### config.mk
export PLATFORM = sky130hd
export DESIGN_NAME = power3_sched_flat
export DESIGN_NICKNAME = d
export VERILOG_FILES = /design/src/rtl/power3_sched_if.sv /design/src/rtl/power3_sched.sv /design/src/flat_wrapper.sv
export SDC_FILE = /design/constraint.sdc
export NUM_CORES = 1
export LEC_CHECK = 0
export CELL_PAD_IN_SITES_DETAIL_PLACEMENT = 1
export CELL_PAD_IN_SITES_GLOBAL_PLACEMENT = 2
export CORE_MARGIN = 5
export CORE_UTILIZATION = 35
export CTS_CLUSTER_SIZE = 30
export DETAILED_ROUTE_END_ITERATION = 6
export HOLD_SLACK_MARGIN = 0.08
export PLACE_DENSITY_LB_ADDON = 0.1
export SLEW_MARGIN = 10
export SYNTH_ARGS = -nofsm -noshare
export SYNTH_HDL_FRONTEND = slang
export SYNTH_SLANG_ARGS = --single-unit
### constraint.sdc
create_clock -name clk -period 9.4 [get_ports clk]
set_input_delay 1.88 -clock clk [delete_from_list [all_inputs] [get_ports clk]]
set_output_delay 1.88 -clock clk [all_outputs]
set_load 0.01 [all_outputs]
### src/rtl/power3_sched_if.sv
// power3_sched_if: requester, result and status signals
// of the shared cube engine.
interface power3_sched_if #(
    parameter int WIDTH = 8
);
    logic             req0_valid;
    logic [WIDTH-1:0] req0_x;
    logic             req0_ready;
    logic             req1_valid;
    logic [WIDTH-1:0] req1_x;
    logic             req1_ready;
    logic             res_valid;
    logic [WIDTH-1:0] res_data;
    logic             res_id;
    logic             res_ready;
    logic             busy;

    modport master (
        output req0_valid, req0_x,
        output req1_valid, req1_x,
        output res_ready,
        input  req0_ready, req1_ready,
        input  res_valid, res_data, res_id,
        input  busy
    );

    modport slave (
        input  req0_valid, req0_x,
        input  req1_valid, req1_x,
        input  res_ready,
        output req0_ready, req1_ready,
        output res_valid, res_data, res_id,
        output busy
    );
endinterface

### src/rtl/power3_sched.sv
// power3_sched: two-port round-robin scheduler around one
// iterative multiplier computing x^3 mod 2^WIDTH.
module power3_sched #(
    parameter int WIDTH = 8
) (
    input logic           clk,
    input logic           rst,
    power3_sched_if.slave bus
);
    typedef enum logic [1:0] {
        IDLE,
        SQ,
        CUBE,
        HOLD
    } state_t;

    state_t           state;
    logic [WIDTH-1:0] x_reg;
    logic [WIDTH-1:0] acc;
    logic [WIDTH-1:0] res_data_q;
    logic             res_valid_q;
    logic             res_id_q;
    logic             id_reg;
    logic             last_id;
    logic             busy_q;

    logic             grant0;
    logic             grant1;
    logic             open_q;
    logic             take0;
    logic             take1;
    logic [WIDTH-1:0] op_a;
    logic [WIDTH-1:0] prod;

    // Round-robin pick: a lone requester always wins,
    // contention goes to the one not served last.
    always_comb begin
        grant0 = 1'b0;
        grant1 = 1'b0;
        if (bus.req0_valid && (!bus.req1_valid || last_id))
            grant0 = 1'b1;
        else if (bus.req1_valid)
            grant1 = 1'b1;
    end

    assign open_q = (state == IDLE) && !rst;
    assign bus.req0_ready = open_q && grant0;
    assign bus.req1_ready = open_q && grant1;
    assign take0 = bus.req0_ready && bus.req0_valid;
    assign take1 = bus.req1_ready && bus.req1_valid;

    // Single shared multiplier: x*x in SQ, acc*x in CUBE.
    assign op_a = (state == CUBE) ? acc : x_reg;
    assign prod = op_a * x_reg;

    assign bus.res_valid = res_valid_q;
    assign bus.res_data  = res_data_q;
    assign bus.res_id    = res_id_q;
    assign bus.busy      = busy_q;

    // Sequencer: accept, square, cube, then hold the
    // result until the consumer takes it.
    always_ff @(posedge clk) begin
        if (rst) begin
            state       <= IDLE;
            x_reg       <= '0;
            acc         <= '0;
            res_data_q  <= '0;
            res_valid_q <= 1'b0;
            res_id_q    <= 1'b0;
            id_reg      <= 1'b0;
            last_id     <= 1'b1;
            busy_q      <= 1'b0;
        end else begin
            case (state)
                IDLE: begin
                    if (take0 || take1) begin
                        x_reg   <= take1 ? bus.req1_x
                                         : bus.req0_x;
                        id_reg  <= take1;
                        last_id <= take1;
                        busy_q  <= 1'b1;
                        state   <= SQ;
                    end
                end
                SQ: begin
                    acc   <= prod;
                    state <= CUBE;
                end
                CUBE: begin
                    res_data_q  <= prod;
                    res_id_q    <= id_reg;
                    res_valid_q <= 1'b1;
                    state       <= HOLD;
                end
                HOLD: begin
                    if (bus.res_ready) begin
                        res_valid_q <= 1'b0;
                        busy_q      <= 1'b0;
                        state       <= IDLE;
                    end
                end
                default: state <= IDLE;
            endcase
        end
    end
endmodule

### src/flat_wrapper.sv
// flat-port wrapper written by rule: the top's interface ports become plain ports
module power3_sched_flat 
#(
    parameter int WIDTH = 8
)
  (clk, rst, bus_req0_valid, bus_req0_x, bus_req1_valid, bus_req1_x, bus_res_ready, bus_req0_ready, bus_req1_ready, bus_res_valid, bus_res_data, bus_res_id, bus_busy);
  power3_sched_if #(.WIDTH(WIDTH)) bus_i ();
  input logic clk;
  input logic rst;
  input wire logic [$bits(bus_i.req0_valid)-1:0] bus_req0_valid;
  input wire logic [$bits(bus_i.req0_x)-1:0] bus_req0_x;
  input wire logic [$bits(bus_i.req1_valid)-1:0] bus_req1_valid;
  input wire logic [$bits(bus_i.req1_x)-1:0] bus_req1_x;
  input wire logic [$bits(bus_i.res_ready)-1:0] bus_res_ready;
  output wire logic [$bits(bus_i.req0_ready)-1:0] bus_req0_ready;
  output wire logic [$bits(bus_i.req1_ready)-1:0] bus_req1_ready;
  output wire logic [$bits(bus_i.res_valid)-1:0] bus_res_valid;
  output wire logic [$bits(bus_i.res_data)-1:0] bus_res_data;
  output wire logic [$bits(bus_i.res_id)-1:0] bus_res_id;
  output wire logic [$bits(bus_i.busy)-1:0] bus_busy;
  assign bus_i.req0_valid = bus_req0_valid;
  assign bus_i.req0_x = bus_req0_x;
  assign bus_i.req1_valid = bus_req1_valid;
  assign bus_i.req1_x = bus_req1_x;
  assign bus_i.res_ready = bus_res_ready;
  assign bus_req0_ready = bus_i.req0_ready;
  assign bus_req1_ready = bus_i.req1_ready;
  assign bus_res_valid = bus_i.res_valid;
  assign bus_res_data = bus_i.res_data;
  assign bus_res_id = bus_i.res_id;
  assign bus_busy = bus_i.busy;
  power3_sched #(.WIDTH(WIDTH)) u_core (.clk(clk), .rst(rst), .bus(bus_i));
endmodule
## Word-level counts from Yosys, hierarchy flattened

Index checks and enable logic that the tools add are counted.

| operators by class | value |
|---|---|
| multiply operators | 1 |
| equality and inequality tests | 5 |
| mux-type cells | 12 |
| reductions and logical operators | 17 |

Operator list:

| operator | number |
|---|---|
| two-way mux 8 bit | 2 |
| multiplier 8 x 8 -> 8 bit | 1 |
| one-hot mux 2 bit (4 select lines) | 1 |
| logical AND 1 bit | 6 |
| AND reduction 2 bit | 3 |
| two-way mux 1 bit | 5 |
| equality test 2 bit, second input constant | 2 |
| two-way mux 2 bit | 2 |
| inequality test 2 bit, second input constant | 2 |
| one-hot mux 1 bit (2 select lines) | 2 |
| nonzero test 2 bit | 2 |
| AND reduction 3 bit | 1 |
| equality test 2 x 1 -> 1 bit, second input constant | 1 |
| zero test 1 bit | 2 |
| zero test 2 bit | 1 |
| logical OR 1 bit | 2 |

| storage, ports and cells | value |
|---|---|
| register bits after elaboration | 31 |
| input bits | 21 |
| output and inout port bits | 13 |
| logic and storage cells | 44 |

## Logic depth before layout (Yosys ltp)

Gate-level depths: netlist (run 1).

| depth | value |
|---|---|
| word-level depth | 9 |
| depth in mapped cells | 19 |
| depth with buffers taken out | 18 |

## Least setup slack after synthesis (run 1)

Ideal clock, no wire load.

| path | value |
|---|---|
| path kind | flip-flop to flip-flop |
| from | register u_core.state[0] |
| to | register u_core.acc[7] |
| library setup time | 0.086 ns |
| arrival | 4.676 ns |
| data required time | 9.314 ns |
| setup slack | 4.638 ns |
| cell stages (with the launch flop) | 20 |
| period minus slack after synthesis | 4.762 ns |
| cells stage by stage | dfxtp_1 inv_1 ha_1 buf_1 mux2i_1 nor2b_1 fa_1 inv_1 fa_1 inv_1 ha_1 inv_1 fa_1 inv_1 ha_1 a21o_1 a21oi_1 xnor3_1 xnor3_1 a211oi_1 |

| on the way | value |
|---|---|
| cells in the longest elaborated chain, start to end | 3 |
| elaborated cells on any way between the ends | 4 |
| classes of those cells | 1 x mul; 2 x eq/ne; 1 x mux |

Ends and longest elaborated chain:

| what | line | source |
|---|---|---|
| from (decl) | power3_sched.sv:17 | `state_t state;` |
| from (signal assigned) | power3_sched.sv:65 | `state <= IDLE;` |
| from (signal assigned) | power3_sched.sv:83 | `state <= SQ;` |
| from (signal assigned) | power3_sched.sv:88 | `state <= CUBE;` |
| equality test 2 bit | power3_sched.sv:53 | `assign op_a = (state == CUBE) ? acc : x_reg;` |
| two-way mux 8 bit | power3_sched.sv:53 |  |
| multiplier 8 x 8 -> 8 bit | power3_sched.sv:54 | `assign prod = op_a * x_reg;` |
| to (signal assigned) | power3_sched.sv:87 | `acc <= prod;` |
| to (decl) | power3_sched.sv:19 | `logic [WIDTH-1:0] acc;` |

Several ways; a longest one is shown, not always the timed one.
A chain may end at the register's enable or synchronous reset.

## Worst setup path after layout (run 1)

| path | value |
|---|---|
| from | input rst |
| to | output bus_req1_ready |

| on the way | value |
|---|---|
| cells in the longest elaborated chain, start to end | 3 |

Ends and longest elaborated chain:

| what | line | source |
|---|---|---|
| from (decl) | flat_wrapper.sv:9 | `input logic rst;` |
| zero test 1 bit | power3_sched.sv:46 | `assign open_q = (state == IDLE) && !rst;` |
| logical AND 1 bit | power3_sched.sv:46 |  |
| logical AND 1 bit | power3_sched.sv:48 | `assign bus.req1_ready = open_q && grant1;` |
| to (decl) | flat_wrapper.sv:16 | `output wire logic [$bits(bus_i.req1_ready)-1:0] bus_req1_ready;` |

No other way between the ends.

==> run metrics, run 1 <==
Hold Crit Class register to register; die area 0.00789 mm²; Worst EP required 7.52 ns; switch share 0.374; Fin Clk Skew 0.00814 ns; CTS Root Cell clkbuf_8; power share of the clock group 0.208; Routed Antenna Nets 0; Yosys reg bits 31; worst reg2reg path startpoint u_core.state[0]$_SDFFE_PP0P_; final core utilization 0.444; Critical Path End bus_req1_ready; drt initial violations 40; unrepaired setup endpoints after global routing false; Logic pwr share 0.423; hold-fix buffers at CTS 0; Cell Rows 28; # diodes 0; GPL Wtd Cong roughly 0.76; worst slew pin tran 0.800 ns; mux cell area share after synthesis 0.0863; relative slew slack 0.463; Area Overhead vs Synth 22.3%; Synth Area in Adders 0.225; Num Clock Sinks 31; Power, Total 0.000503 W; Chip Width 88.8 µm; register clock-pin slew on the reported worst setup and hold paths around 0.06 ns; WL final roughly 5.5 mm; R2R Setup Slk approximately 4.0 ns; Setup CP Type input pin to primary output; YS warnings 0; multi-input logic area ~0.0014 mm²; Post-route DRC 0; Synth Instances 241; drt pass-1 iters 7; reg2reg end u_core.bus.res_data[7]$_SDFFE_PP0N_; WL per Instance 15.8 µm; Int Pwr about 0.00031 W; leakage power 1.09 nW; CORE AREA 0.00599 mm²; status complete, no violations; Tmin final 5.98 ns; Max IR drop VDD 126 µV; dpl cells 340; Synth Area in Compound Gates 0.0949; Final HPWL DP 4.26 mm; MaxCap Viol Count 0; fraction of layout cells with a size suffix above 1 0.0515; Die Height 88.8 µm; Max clock buf depth 2; first-pass GRT wire length 9.12 mm; Slew Viols, Final 0; setup_tns 0 ns; pwr dens 189 mW/mm²; CTS resizes 0; total number of vias 1698; sequential fraction of the synthesis area 0.285; Clock Latency Late Sink between 0.2 and 0.3 ns; final setup violation count 0; Startpoint Class input pin; CP max FO 32; Post-Syn Nets 294; CP startpoint rst; Reg2Reg Depth 16; XOR/XNOR Fraction of Synth Area 0.0690; TritonCTS clock tree built; TritonCTS buffer count 5; all-layer global routing usage 0.153; Vias/cell 4.89; Distinct cells, synth 31; largest net degree at the start of global routing 33; Synth Area in Simple Gates 0.172; Psw 0.000188 W; GR Overflow Total 0; synthesized area 0.00218 mm²; Post-CTS Setup Bufs 0; Reg area roughly 620 µm²; sequential power share 0.369; crit share post-route 0.637; antenna violations before repair 0; Initial Util 0.363; Max Clk Rate ~170 MHz; main combinational cell family by area after synthesis adder cells; number of global-route vias before repair ~1.8k; Port-buffer cells 33; num ports 34; crit path DAT 4.10 ns; crit end category primary output; Fill cells 710; NumNets Final 325; final hold vios 0; Avg Inst Size Synth approximately 9 µm²; Clock H-tree levels 2; Post-Layout Cell Count roughly 350
[kinds of logic (layout without fill, tap and decap cells)]
| family | after synthesis | in the layout |
|---|---|---|
| buffers and inverters | 39 | 70 |
| xor gates and xnor gates | 14 | 14 |
| AOI/OAI and AO/OA | 28 | 28 |
| muxes | 18 | 18 |
| DFF | 31 | 31 |
| and+or+nand+nor | 79 | 79 |
| adders and majority gates | 32 | 32 |
[worst min path at each step]
stage	start	end	slack, ns	cells past startpoint
6_report	u_core.bus.res_data[0]$_SDFFE_PP0N_	u_core.bus.res_data[0]$_SDFFE_PP0N_	0.46	2
4_1_cts	u_core.bus.res_data[0]$_SDFFE_PP0N_	u_core.bus.res_data[0]$_SDFFE_PP0N_	0.47	2
2_1_floorplan	u_core.id_reg$_SDFFE_PP0P_	u_core.bus.res_id$_SDFFE_PP0N_	0.46	2
3_5_place_dp	u_core.bus.res_data[0]$_SDFFE_PP0N_	u_core.bus.res_data[0]$_SDFFE_PP0N_	0.46	2
3_3_place_gp	u_core.bus.res_data[0]$_SDFFE_PP0N_	u_core.bus.res_data[0]$_SDFFE_PP0N_	0.45	2
5_1_grt	u_core.bus.res_data[0]$_SDFFE_PP0N_	u_core.bus.res_data[0]$_SDFFE_PP0N_	0.52	2
[per-layer routing]
metal / global-route usage / up-vias / share of wire
li1: - / 851 / -
met1: 0.208 / 806 / 0.48
met2: 0.238 / 35 / 0.47
met3: 0.0419 / 6 / 0.038
met4: 0.0426 / 0 / 0.013
met5: 0 / - / 0
[cell type report]
| class | count | area share |
|---|---|---|
| multi-input cells | 171 | 0.529 |
| flip-flops and latches | 31 | 0.233 |
| repair buffers | 35 | 0.130 |
| inverters | 28 | 0.0395 |
| well taps | 75 | 0.0353 |
| clock buffers | 6 | 0.0310 |
| clock inverters | 1 | 0.00188 |
[critical path, stage by stage]
cell	delay (ns)
clkdlybuf4s50_1	0.40
buf_4	0.24
nor2b_1	0.21
nand2_1	0.08
a21oi_1	0.61
clkdlybuf4s50_1	0.68
[power groups by stage]
stage               sequential [W]  clock (W)  combinational [W]
finish                    0.000186   0.000105           0.000213
global placement          0.000189          0           0.000212
CTS                       0.000186   0.000109           0.000217
global route              0.000190   0.000115           0.000240
detailed placement        0.000189          0           0.000215
floorplan                 0.000180          0           0.000150
[placed cells by master, fill, tap and decap left out, drive strengths merged, types with 4 or more instances in the layout]
cell / count
nor2: 29
xnor2: 9
fa: 12
nor3: 4
inv: 28
clkdlybuf4s50: 33
mux2i: 15
ha: 20
a211oi: 4
clkbuf: 6
a222oi: 8
a21oi: 7
nand2: 18
nor2b: 21
dfxtp: 31
[through the flow]
stage	hold slack, ns	setup WS (ns)	cell area (µm²)
after global routing	0.515	3.27	2660
final	0.465	3.42	2660
after floorplan	0.456	4.64	2180
after global placement	0.453	3.45	2570
after detailed placement	0.459	3.42	2570
after CTS	0.473	3.41	2660
[cells in the mapped netlist]
| cell | instances | share of area |
|---|---|---|
| dfxtp_1 | 31 | 0.29 |
| nor2_1 | 29 | 0.050 |
| inv_1 | 28 | 0.048 |
| nor2b_1 | 21 | 0.060 |
| ha_1 | 20 | 0.12 |
| nand2_1 | 17 | 0.029 |
| mux2i_1 | 15 | 0.069 |
| fa_1 | 12 | 0.11 |
| clkbuf_1 | 9 | 0.016 |
| xnor2_1 | 9 | 0.036 |
| a222oi_1 | 8 | 0.037 |
| a21oi_1 | 7 | 0.016 |
| a211oi_1 | 4 | 0.014 |
| nor3_1 | 4 | 0.0092 |
| o21ai_0 | 3 | 0.0069 |
| xor2_1 | 3 | 0.012 |
| a21o_1 | 2 | 0.0069 |
| buf_1 | 2 | 0.0035 |
| mux2_2 | 2 | 0.010 |
| nand2b_1 | 2 | 0.0057 |
| o21a_1 | 2 | 0.0069 |
| xnor3_1 | 2 | 0.021 |
| a22oi_1 | 1 | 0.0035 |
| a2bb2oi_1 | 1 | 0.0040 |
| and2_1 | 1 | 0.0029 |
| and3_1 | 1 | 0.0029 |
| mux2_4 | 1 | 0.0069 |
| nand2_2 | 1 | 0.0029 |
| nand3_1 | 1 | 0.0023 |
| nor3b_1 | 1 | 0.0035 |
| or2_2 | 1 | 0.0029 |
No activity file was read; power rests on OpenSTA's default activity.
==> run 2, diff against run 1 <==
CORE_UTILIZATION = 33   (was 35)
clock period = 5.97 ns   (was 9.4 ns; I/O delays follow)
==> run 2 against run 1 <==
  * Worst hold slack gained 0.015 ns
  * Sequential share of layout area shrank 0.43 points
  * Sequential power rose by 57%
  * Cell count increased by 1.7%
  * Critical path depth grew 9
  * Total power up 68%
  * Largest power group unchanged
==> run metrics, run 2 (synthesis gave the netlist of run 1 again) <==
Post-route DRC 0 (unchanged); met2 WL 2.74 mm (was 2.55 mm); Port-buffer cells 33 (unchanged); Worst EP required 6.16 ns (was 7.52 ns); register clock-pin slew on the reported worst setup and hold paths 0.07 ns (was 0.06 ns); relative slew slack 0.521 (was 0.463); worst slew pin tran 0.711 ns (was 0.800 ns); crit end category register (was primary output); crit-path max cell delay 0.63 ns (was 0.68 ns); CORE AREA 0.00639 mm² (was 0.00599 mm²); status complete, no violations (unchanged); Clock H-tree levels 2 (unchanged); drt pass-1 iters 5 (was 7); unrepaired setup endpoints after global routing false (unchanged); crit path DAT 5.51 ns (was 4.10 ns); commonest non-fill, non-tap cell in the layout clkdlybuf4s50_1 (unchanged); CP max FO 10 (was 32); dpl cells 345 (was 340); Worst path top cell family by delay adder cells (was buffers and inverters); TritonCTS buffer count 5 (unchanged); Startpoint Class register (was input pin); Post-CTS Setup Bufs 0 (unchanged); Die Height 91.2 µm (was 88.8 µm); Area after DPL 0.00260 mm² (was 0.00257 mm²); final hold vios 0 (unchanged); leakage power 1.11 nW (was 1.09 nW); first-pass GRT wire length 9.65 mm (was 9.12 mm); MaxCap Viol Count 0 (unchanged); fraction of layout cells with a size suffix above 1 0.0652 (was 0.0515); DRT met1 WL 2.61 mm (was 2.65 mm); CTS Root Cell clkbuf_8 (unchanged); most common cell type on the critical path fa_1 (was clkdlybuf4s50_1); fin area 0.00271 mm² (was 0.00266 mm²); Clock Latency Late Sink 0.28 ns (about the same); TritonCTS clock tree built (unchanged); Tmin final between 5 and 6 ns; crit share post-route 0.891; Slew Viols, Final 0 (unchanged); pwr dens 312 mW/mm² (was 189 mW/mm²); drt initial violations 74 (was 40); largest net degree at the start of global routing 33 (unchanged); Hold Crit Class register to register (unchanged); Area Overhead vs Synth 24.6% (was 22.3%); GPL Wtd Cong 0.738 (was 0.759); GR Overflow Total 0 (unchanged); antenna violations before repair 0 (unchanged); Max Clk Rate ~190 MHz; WL final 5.58 mm (was 5.48 mm); Num Clock Sinks 31 (unchanged); CTS resizes 0 (unchanged); Max clock buf depth 2 (unchanged); total number of vias 1731 (was 1698); final setup violation count 0 (unchanged); Setup CP Type register to register (was input pin to primary output); NumNets Final 328 (was 325); Cell Rows 29 (was 28); metal3 WL 165 µm (was 210 µm); Crit-path slowest cell mux2i_1 (was clkdlybuf4s50_1); setup_tns 0 ns (unchanged); Buf+Inv Stages, Crit Path 3 (unchanged); Post-Layout Cell Count 353 (was 347); DR top layer met4 (unchanged); num ports 34 (unchanged); Fin Clk Skew 0.00760 ns (was 0.00814 ns); hold-fix buffers at CTS 0 (unchanged); most frequent cells in the layout clkdlybuf4s50_1, dfxtp_1, nor2_1 (unchanged); Fill cells 762 (was 710); # diodes 0 (unchanged); CP cell instances inv_1 > ha_1 > mux2i_1 > nor2b_1 > fa_1 > inv_1 > fa_1 > fa_1 > fa_1 > inv_1 > ha_1 > a21oi_1 > xnor3_1 > xnor3_1 > a211oi_1 (was clkdlybuf4s50_1 > buf_4 > nor2b_1 > nand2_1 > a21oi_1 > clkdlybuf4s50_1); final core utilization 0.425 (was 0.444); Final HPWL DP 4.36 mm (was 4.26 mm); Power, Total 0.000847 W (was 0.000503 W); Vias/cell 4.90 (was 4.89); die area 0.00832 mm² (was 0.00789 mm²); WL per Instance 15.8 µm (about the same); Chip Width 91.2 µm (was 88.8 µm); Max IR drop VDD 165 µV (was 126 µV); Initial Util 0.341 (was 0.363); Routed Antenna Nets 0 (unchanged); number of global-route vias before repair 1878 (was 1817); all-layer global routing usage 0.144 (was 0.153)
==> run 2: power by group <==
part / internal, W / total [W] / switching, W
registers: 0.000249 / 0.000292 / 0.0000430
clock network: 0.000124 / 0.000209 / 0.0000845
logic: 0.000164 / 0.000346 / 0.000182
==> run 2: through the flow <==
stage | setup WS (ns) | hold WS, ns
after floorplan | 1.21 | 0.456
final | 0.653 | 0.479
after global placement | 0.812 | 0.467
after CTS | 0.556 | 0.489
after detailed placement | 0.628 | 0.477
after global routing | 0.288 | 0.496
==> run 2: metal layers <==
layer / vias to the layer above / global-route usage
met5: - / 0
met4: 0 / 0.0440
met3: 6 / 0.0231
met2: 24 / 0.237
met1: 841 / 0.194
li1: 860 / -
==> run 2: worst reg2reg max path: stages, from the launching register on <==
cell	delay [ns]
dfxtp_1	0.34
inv_1	0.09
ha_1	0.48
mux2i_1	0.63
nor2b_1	0.15
fa_1	0.43
inv_1	0.09
fa_1	0.40
fa_1	0.47
fa_1	0.55
inv_1	0.05
ha_1	0.32
a21oi_1	0.24
xnor3_1	0.36
xnor3_1	0.39
a211oi_1	0.25
==> run 2: path summary, 6_finish.rpt <==
| path | endpoint | cells past startpoint | slack [ns] | from |
|---|---|---|---|---|
| max reg2reg | u_core.bus.res_data[7]$_SDFFE_PP0N_ | 15 | 0.65 | u_core.state[0]$_SDFFE_PP0P_ |
| min | u_core.bus.res_data[0]$_SDFFE_PP0N_ | 2 | 0.48 | u_core.bus.res_data[0]$_SDFFE_PP0N_ |
| max | u_core.bus.res_data[7]$_SDFFE_PP0N_ | 15 | 0.65 | u_core.state[0]$_SDFFE_PP0P_ |
| min reg2reg | u_core.bus.res_data[0]$_SDFFE_PP0N_ | 2 | 0.48 | u_core.bus.res_data[0]$_SDFFE_PP0N_ |
==> run 2: cell type report <==
class / count / area [µm²] / area share
Clock inverter: 3 / 43.8 / 0.0162
Inverter: 28 / 105 / 0.0388
Clock buffer: 5 / 68.8 / 0.0254
Sequential cell: 31 / 621 / 0.229
Timing Repair Buffer: 38 / 368 / 0.136
Multi-Input combinational cell: 171 / 1410 / 0.520
Tap cell: 77 / 96.3 / 0.0355
==> run 3, diff against run 2 <==
--- a/constraint.sdc
+++ b/constraint.sdc
@@ -3,2 +3,2 @@
 set_output_delay 1.194 -clock clk [all_outputs]
-set_load 0.01 [all_outputs]
+set_load 0.02 [all_outputs]
==> results of run 3 <==
Same layout as run 2 (identical final DEF). Status: complete, no violations.
Main changes from that run: total power 0.000847 W -> 0.000858 W
